$ cat src/rtl/cpt_pkg.sv
// Shared definitions for the cpt_* modulo-N counter family (up and down).
// Holds the edge-select constants and the elaboration helpers for MODULO_VALUE.
package cpt_pkg;

  localparam bit CLK_RISING  = 1'b1;
  localparam bit CLK_FALLING = 1'b0;

  // A modulo is legal when it spans at least two states and fits in width bits.
  function automatic bit modulo_legal(input int unsigned modulo, input int unsigned width);
    longint unsigned cap;
    cap = 64'd1 << width;
    return (modulo >= 32'd2) && (longint'(modulo) <= longint'(cap));
  endfunction

  // Terminal (reload) value; callers slice it to their counter width.
  function automatic int unsigned reload_value(input int unsigned modulo);
    return modulo - 32'd1;
  endfunction

endpackage

$ cat src/rtl/cpt_next_dec.sv
// Next-state logic of the modulo-N down-counter: next Q and next Done.
// Purely combinational; priority is nSet > Load > En.
module cpt_next_dec
  import cpt_pkg::*;
#(
  parameter int unsigned              OUTPUT_SIZE = 4,
  parameter bit                       AUTO_RELOAD = 1'b1,
  parameter logic [OUTPUT_SIZE-1:0]   RELOAD      = '1
) (
  input  logic [OUTPUT_SIZE-1:0] q_i,
  input  logic                   done_i,
  input  logic                   en_i,
  input  logic                   load_i,
  input  logic [OUTPUT_SIZE-1:0] d_i,
  input  logic                   n_set_i,
  output logic [OUTPUT_SIZE-1:0] q_d_o,
  output logic                   done_d_o
);

  localparam int unsigned            ONE_I = 1;
  localparam logic [OUTPUT_SIZE-1:0] ONE   = ONE_I[OUTPUT_SIZE-1:0];

  always_comb begin
    q_d_o    = q_i;
    done_d_o = done_i;
    if (!n_set_i) begin
      q_d_o    = RELOAD;
      done_d_o = 1'b0;
    end else if (load_i) begin
      // Out-of-range loads clamp to the top of the count range.
      q_d_o    = (d_i > RELOAD) ? RELOAD : d_i;
      done_d_o = 1'b0;
    end else if (en_i) begin
      if (q_i != '0) begin
        q_d_o = q_i - ONE;
        if (q_i == ONE) begin
          done_d_o = 1'b1;
        end
      end else if (AUTO_RELOAD) begin
        q_d_o    = RELOAD;
        done_d_o = 1'b1;
      end
    end
  end

endmodule

$ cat src/rtl/cpt_nbits_dec.sv
// Loadable, cascadable modulo-N down-counter with sticky Done flag.
// Holds the registers and async reset; Zero/Borrow are combinational from Q and En.
module cpt_nbits_dec
  import cpt_pkg::*;
#(
  parameter int unsigned OUTPUT_SIZE     = 4,
  parameter int unsigned MODULO_VALUE    = 10,
  parameter bit          AUTO_RELOAD     = 1'b1,
  parameter bit          CLK_ACTIVE_EDGE = CLK_RISING
) (
  input  logic                   Clk,
  input  logic                   nReset,
  input  logic                   nSet,
  input  logic                   Load,
  input  logic [OUTPUT_SIZE-1:0] D,
  input  logic                   En,
  output logic [OUTPUT_SIZE-1:0] Q,
  output logic                   Zero,
  output logic                   Borrow,
  output logic                   Done
);

  if (!modulo_legal(MODULO_VALUE, OUTPUT_SIZE)) begin : g_bad_modulo
    $error("cpt_nbits_dec: MODULO_VALUE must lie in 2..2**OUTPUT_SIZE");
  end

  localparam int unsigned            RELOAD_I = reload_value(MODULO_VALUE);
  localparam logic [OUTPUT_SIZE-1:0] RELOAD   = RELOAD_I[OUTPUT_SIZE-1:0];

  // Single internal clock; the falling-edge variant simply runs on ~Clk.
  logic iClk;
  if (CLK_ACTIVE_EDGE == CLK_RISING) begin : g_clk_rise
    assign iClk = Clk;
  end else begin : g_clk_fall
    assign iClk = ~Clk;
  end

  logic [OUTPUT_SIZE-1:0] q_q, q_d;
  logic                   done_q, done_d;

  cpt_next_dec #(
    .OUTPUT_SIZE (OUTPUT_SIZE),
    .AUTO_RELOAD (AUTO_RELOAD),
    .RELOAD      (RELOAD)
  ) u_next (
    .q_i      (q_q),
    .done_i   (done_q),
    .en_i     (En),
    .load_i   (Load),
    .d_i      (D),
    .n_set_i  (nSet),
    .q_d_o    (q_d),
    .done_d_o (done_d)
  );

  always_ff @(posedge iClk or negedge nReset) begin
    if (!nReset) begin
      q_q    <= '0;
      done_q <= 1'b0;
    end else begin
      q_q    <= q_d;
      done_q <= done_d;
    end
  end

  assign Q      = q_q;
  assign Done   = done_q;
  assign Zero   = (q_q == '0);
  assign Borrow = En & Zero;

endmodule

$ cat config.mk
export PLATFORM = sky130hd
export DESIGN_NAME = cpt_nbits_dec
export DESIGN_NICKNAME = d
export VERILOG_FILES = /design/src/rtl/cpt_pkg.sv /design/src/rtl/cpt_next_dec.sv /design/src/rtl/cpt_nbits_dec.sv
export SDC_FILE = /design/constraint.sdc
export NUM_CORES = 1
export LEC_CHECK = 0
export CAP_MARGIN = 20
export CORE_AREA = 2 2 39 41
export DETAILED_ROUTE_END_ITERATION = 16
export DIE_AREA = 0 0 41 43
export SLEW_MARGIN = 10
export SYNTH_ARGS = -nofsm -noshare
export SYNTH_HDL_FRONTEND = slang
export SYNTH_SLANG_ARGS = --single-unit
$ cat constraint.sdc
create_clock -name Clk -period 1.65 [get_ports Clk]
set_clock_uncertainty 0.2 [all_clocks]
set_input_delay 0.165 -clock Clk [delete_from_list [all_inputs] [get_ports Clk]]
set_output_delay 0.165 -clock Clk [all_outputs]
set_load 0.01 [all_outputs]
==> summary.md, run 1 <==
| Metric | Value |
|---|---|
| Result of the run | finished clean |
| Commonest non-fill, non-tap cell in the layout | sky130_fd_sc_hd__clkdlybuf4s50_1 |
| Maximum clock frequency | 622.1 MHz |
| Count of max-cap constraint violations | 0 |
| Worst endpoint required time | between 1000 and 1500 ps |
| Die Span X | between 40 and 50 um |
| Net Switching | about 0.098 mW |
| Netlist cell types | 20 |
| Number of flops mapped to enable cells by yosys | 0 |
| FFs w/ async S/R, synth | 1.000 |
| Maximum level of the CTS H-tree | 1 |
| Area of the multi-input gates | 177.7 sq um |
| Transition time at the pin with the least slew margin | 316.4 ps |
| CP max stage delay | 410 ps |
| Post-synth net total | 40 |
| Leakage power | 0.2448 nW |
| Buffers from clock root to sink, at most | 2 |
| Setup-violating endpoint count in the final report | 0 |
| Initial cell density of the core | 0.2215 |
| Worst path slowest cell | sky130_fd_sc_hd__dfrtp_1 |
| Worst Hold Class | primary input to flop |
| Int Pwr | ~0.28 mW |
| Launch instance of the worst register-to-register path | Q[0]$_DFFE_PN0P_ |
| Critical path type | flop to output port |
| Destination of the critical timing path | Zero |
| CP arrival | roughly 1200 ps |
| Core region area | between 1000 and 1500 sq um |
| Cell depth of the worst setup path | 3 |
| Vias after detailed routing | roughly 350 |
| Number of hold-slack violations in the final timing report | 0 |
| Power share of the clock group | 0.383 |
| Fraction of layout cells with a size suffix above 1 | 0.2712 |
| Average wire per cell in the routed design | 10.43 um |
| DR iter-0 viols | 6 |
| Worst-case headroom to the max-slew limit | 0.7886 |
| Number of max-slew violations in the final report | 0 |
| Post-Syn Area | 306.5 sq um |
| Final weighted congestion in routability-driven placement | between 0.7 and 0.8 |
| Startpoint of the most critical setup path | Q[1]$_DFFE_PN0P_ |
| Number of cells traversed by the worst register-to-register path | 4 |
| Most instantiated flip-flop cell in the synthesis netlist | sky130_fd_sc_hd__dfrtp_1 |
| Synth-to-layout area growth | 84.49% |
| Number of antenna violations at the first check in global routing | 0 |
| Final routed wirelength across all metal layers | 782 um |
| Unrepaired setup endpoints after global routing | true |
| Cell at the root of the clock tree | sky130_fd_sc_hd__clkbuf_4 |
| Area share of the largest cell type after synthesis | 0.4082 |
| Fraction of power consumed by combinational cells | 0.253 |
| Top cells by area, synth | sky130_fd_sc_hd__dfrtp_1, sky130_fd_sc_hd__nor4b_4, sky130_fd_sc_hd__nor2b_1 |
| First-pass GRT wire length | 1359 um |
| Cell taking the most area after synthesis | sky130_fd_sc_hd__dfrtp_1 |
| Tmin final | around 1600 ps |
| CTS tree | done |
| Highest-count cells in the layout ignoring fill and taps | sky130_fd_sc_hd__clkdlybuf4s50_1, sky130_fd_sc_hd__buf_4 |
| Top delay family on crit path | flip-flops |
| CP Capture Type | output port |
| Number of diodes | 0 |
| Die H | 43 um |
| CP startpoint kind | flop |
| Peak supply drop | ~0.44 mV |
| Mapped Cells | 31 |
| FP Rows | 14 |
| HPWL after detailed placement | 630.7 um |
| Maximum number of pins on one net before global-route repair | 7 |
| Average footprint of a synthesized cell | between 9 and 10 sq um |
| #FFs+latches synth | 5 |
| Slack of the worst reg-to-reg path | 180 ps |
| Clock latency on the worst-skew pair | 240 ps |
| Vias in the first global route | ~310 |
| Fraction of power consumed by sequential logic | 0.365 |
| Final critical-path share of the clock period | 0.9742 |
| TritonCTS Buffers | 3 |
| Count of buffers inserted at the top-level ports | 15 |
| Final total power | approximately 0.38 mW |
| # IOs | 16 |
| Clock-pin slew of the registers on the worst-case setup and hold paths | about 50 ps |
| Overall die area | between 1500 and 2000 sq um |
| Placed inst area | ~520 sq um |
| Overall track demand over capacity in global routing | 0.1169 |
| Remaining design rule violation count | 0 |
| Number of nets with antenna violations after detailed routing | 0 |
| Worst r2r dst | Q[2]$_DFFE_PN0P_ |
| Fill cell instance count of the final layout | 149 |
| Power density normalized to cell area | 670.3 nW/um^2 |
| Net count of the finished layout | 69 |
| Average vias per placed instance | between 4 and 5 |
| 1st-pass router iterations | 2 |
| Total overflow reported by the global router | 0 |
| Buf+Inv Stages, Crit Path | 2 |
| Footprint of the flip-flops and latches | 127.6 sq um |
| Warnings, synthesis | 0 |
| Critical Path Fanout Max | 3 |
| Final cell area excluding filler cells | 565.5 sq um |
| Critical Path, Cell by Cell | buf_4, nor4_1, buf_2 |
| Clock sink count | 5 |
| Switching power share of the total | 0.2590 |
| Fraction of the yosys area taken by sequential cells | 0.4082 |
## logic make-up after synthesis
logic type,Yosys count,share of synthesized area
buffers and inverters,1,0.01223
DFF,5,0.4082
and+or+nand+nor,15,0.3469
AOI/OAI and AO/OA,8,0.1755
xor gates and xnor gates,2,0.05715
## through the flow
stage,cells,worst slack [ps],utilization,hold slack (ps),setup TNS [ps]
after global routing,75,-50.14,0.4087,307.7,-50.14
after global placement,68,-316.5,0.3770,199.4,-316.5
final,75,42.53,0.4087,300.9,0
after CTS,73,-48.50,0.4014,300.1,-48.50
after floorplan,31,244.9,-,-330.6,0
after detailed placement,68,-334.1,0.3770,204.7,-334.1
## what timing repair did
| action | 4_1_cts | 5_1_grt |
|---|---|---|
| endpoints found under the setup margin | 4 | 3 |
| endpoints found under the hold margin | 5 | 0 |
| pin swaps | 0 | 1 |
| buffers inserted | 0 | 2 |
| hold buffers | 1 | 0 |
| gates resized for setup | 6 | 8 |
## worst register-to-register path, cell delays in order, from the launching register on
cell and delay, ps:
sky130_fd_sc_hd__dfrtp_2 430, sky130_fd_sc_hd__buf_4 140, sky130_fd_sc_hd__buf_4 140, sky130_fd_sc_hd__nor3b_1 270, sky130_fd_sc_hd__o211ai_1 150
## final cells by class
class,instances,area share
flip-flops and latches,5,0.2257
well taps,16,0.03540
multi-input cells,25,0.3142
repair buffers,24,0.3717
clock buffers,4,0.04646
inverters,1,0.006637
## metal layers
layer	vias up	global-route usage	wire (um)
met5	-	0	0
met4	0	0.02000	0
met3	0	0.08377	73
met2	19	0.1625	335
met1	155	0.1466	373
li1	172	-	-
## cell usage after synthesis, types with 2 or more instances
cell type and count:
sky130_fd_sc_hd__nor2b_1 3, sky130_fd_sc_hd__nand2_1 3, sky130_fd_sc_hd__a21oi_1 2, sky130_fd_sc_hd__dfrtp_1 5
sky130_fd_sc_hd__and3b_1 2, sky130_fd_sc_hd__o21ai_0 2
## worst min-delay path by stage
stage	start	end	slack, ps	depth (start not counted)
after floorplan	nReset	Done$_DFFE_PN0P_	-330	0
after global placement	nReset	Q[0]$_DFFE_PN0P_	200	1
after detailed placement	nReset	Q[0]$_DFFE_PN0P_	200	1
after CTS	nSet	Q[0]$_DFFE_PN0P_	300	2
after global routing	nSet	Q[0]$_DFFE_PN0P_	310	2
final	nSet	Q[0]$_DFFE_PN0P_	300	2
## state kept, by name, indices dropped and copies added, names as in the netlist
register  cells
Q             4
Done          1
## power by group through the flow
stage / Sequential [mW] / Clock, mW / Combinational [mW]
6_report: 0.138 / 0.145 / 0.0958
5_1_grt: 0.139 / 0.165 / 0.106
4_1_cts: 0.138 / 0.149 / 0.0924
3_5_place_dp: 0.140 / 0 / 0.0932
3_3_place_gp: 0.139 / 0 / 0.0929
2_1_floorplan: 0.147 / 0 / 0.0258
Power figures use the tool's default switching activity.
==> inputs of run 2 (changes only) <==
- ABC_CLOCK_PERIOD_IN_PS: default -> 1650
==> results of run 2 <==
Same layout as run 1: the final DEF is identical, and so are final timing and power.
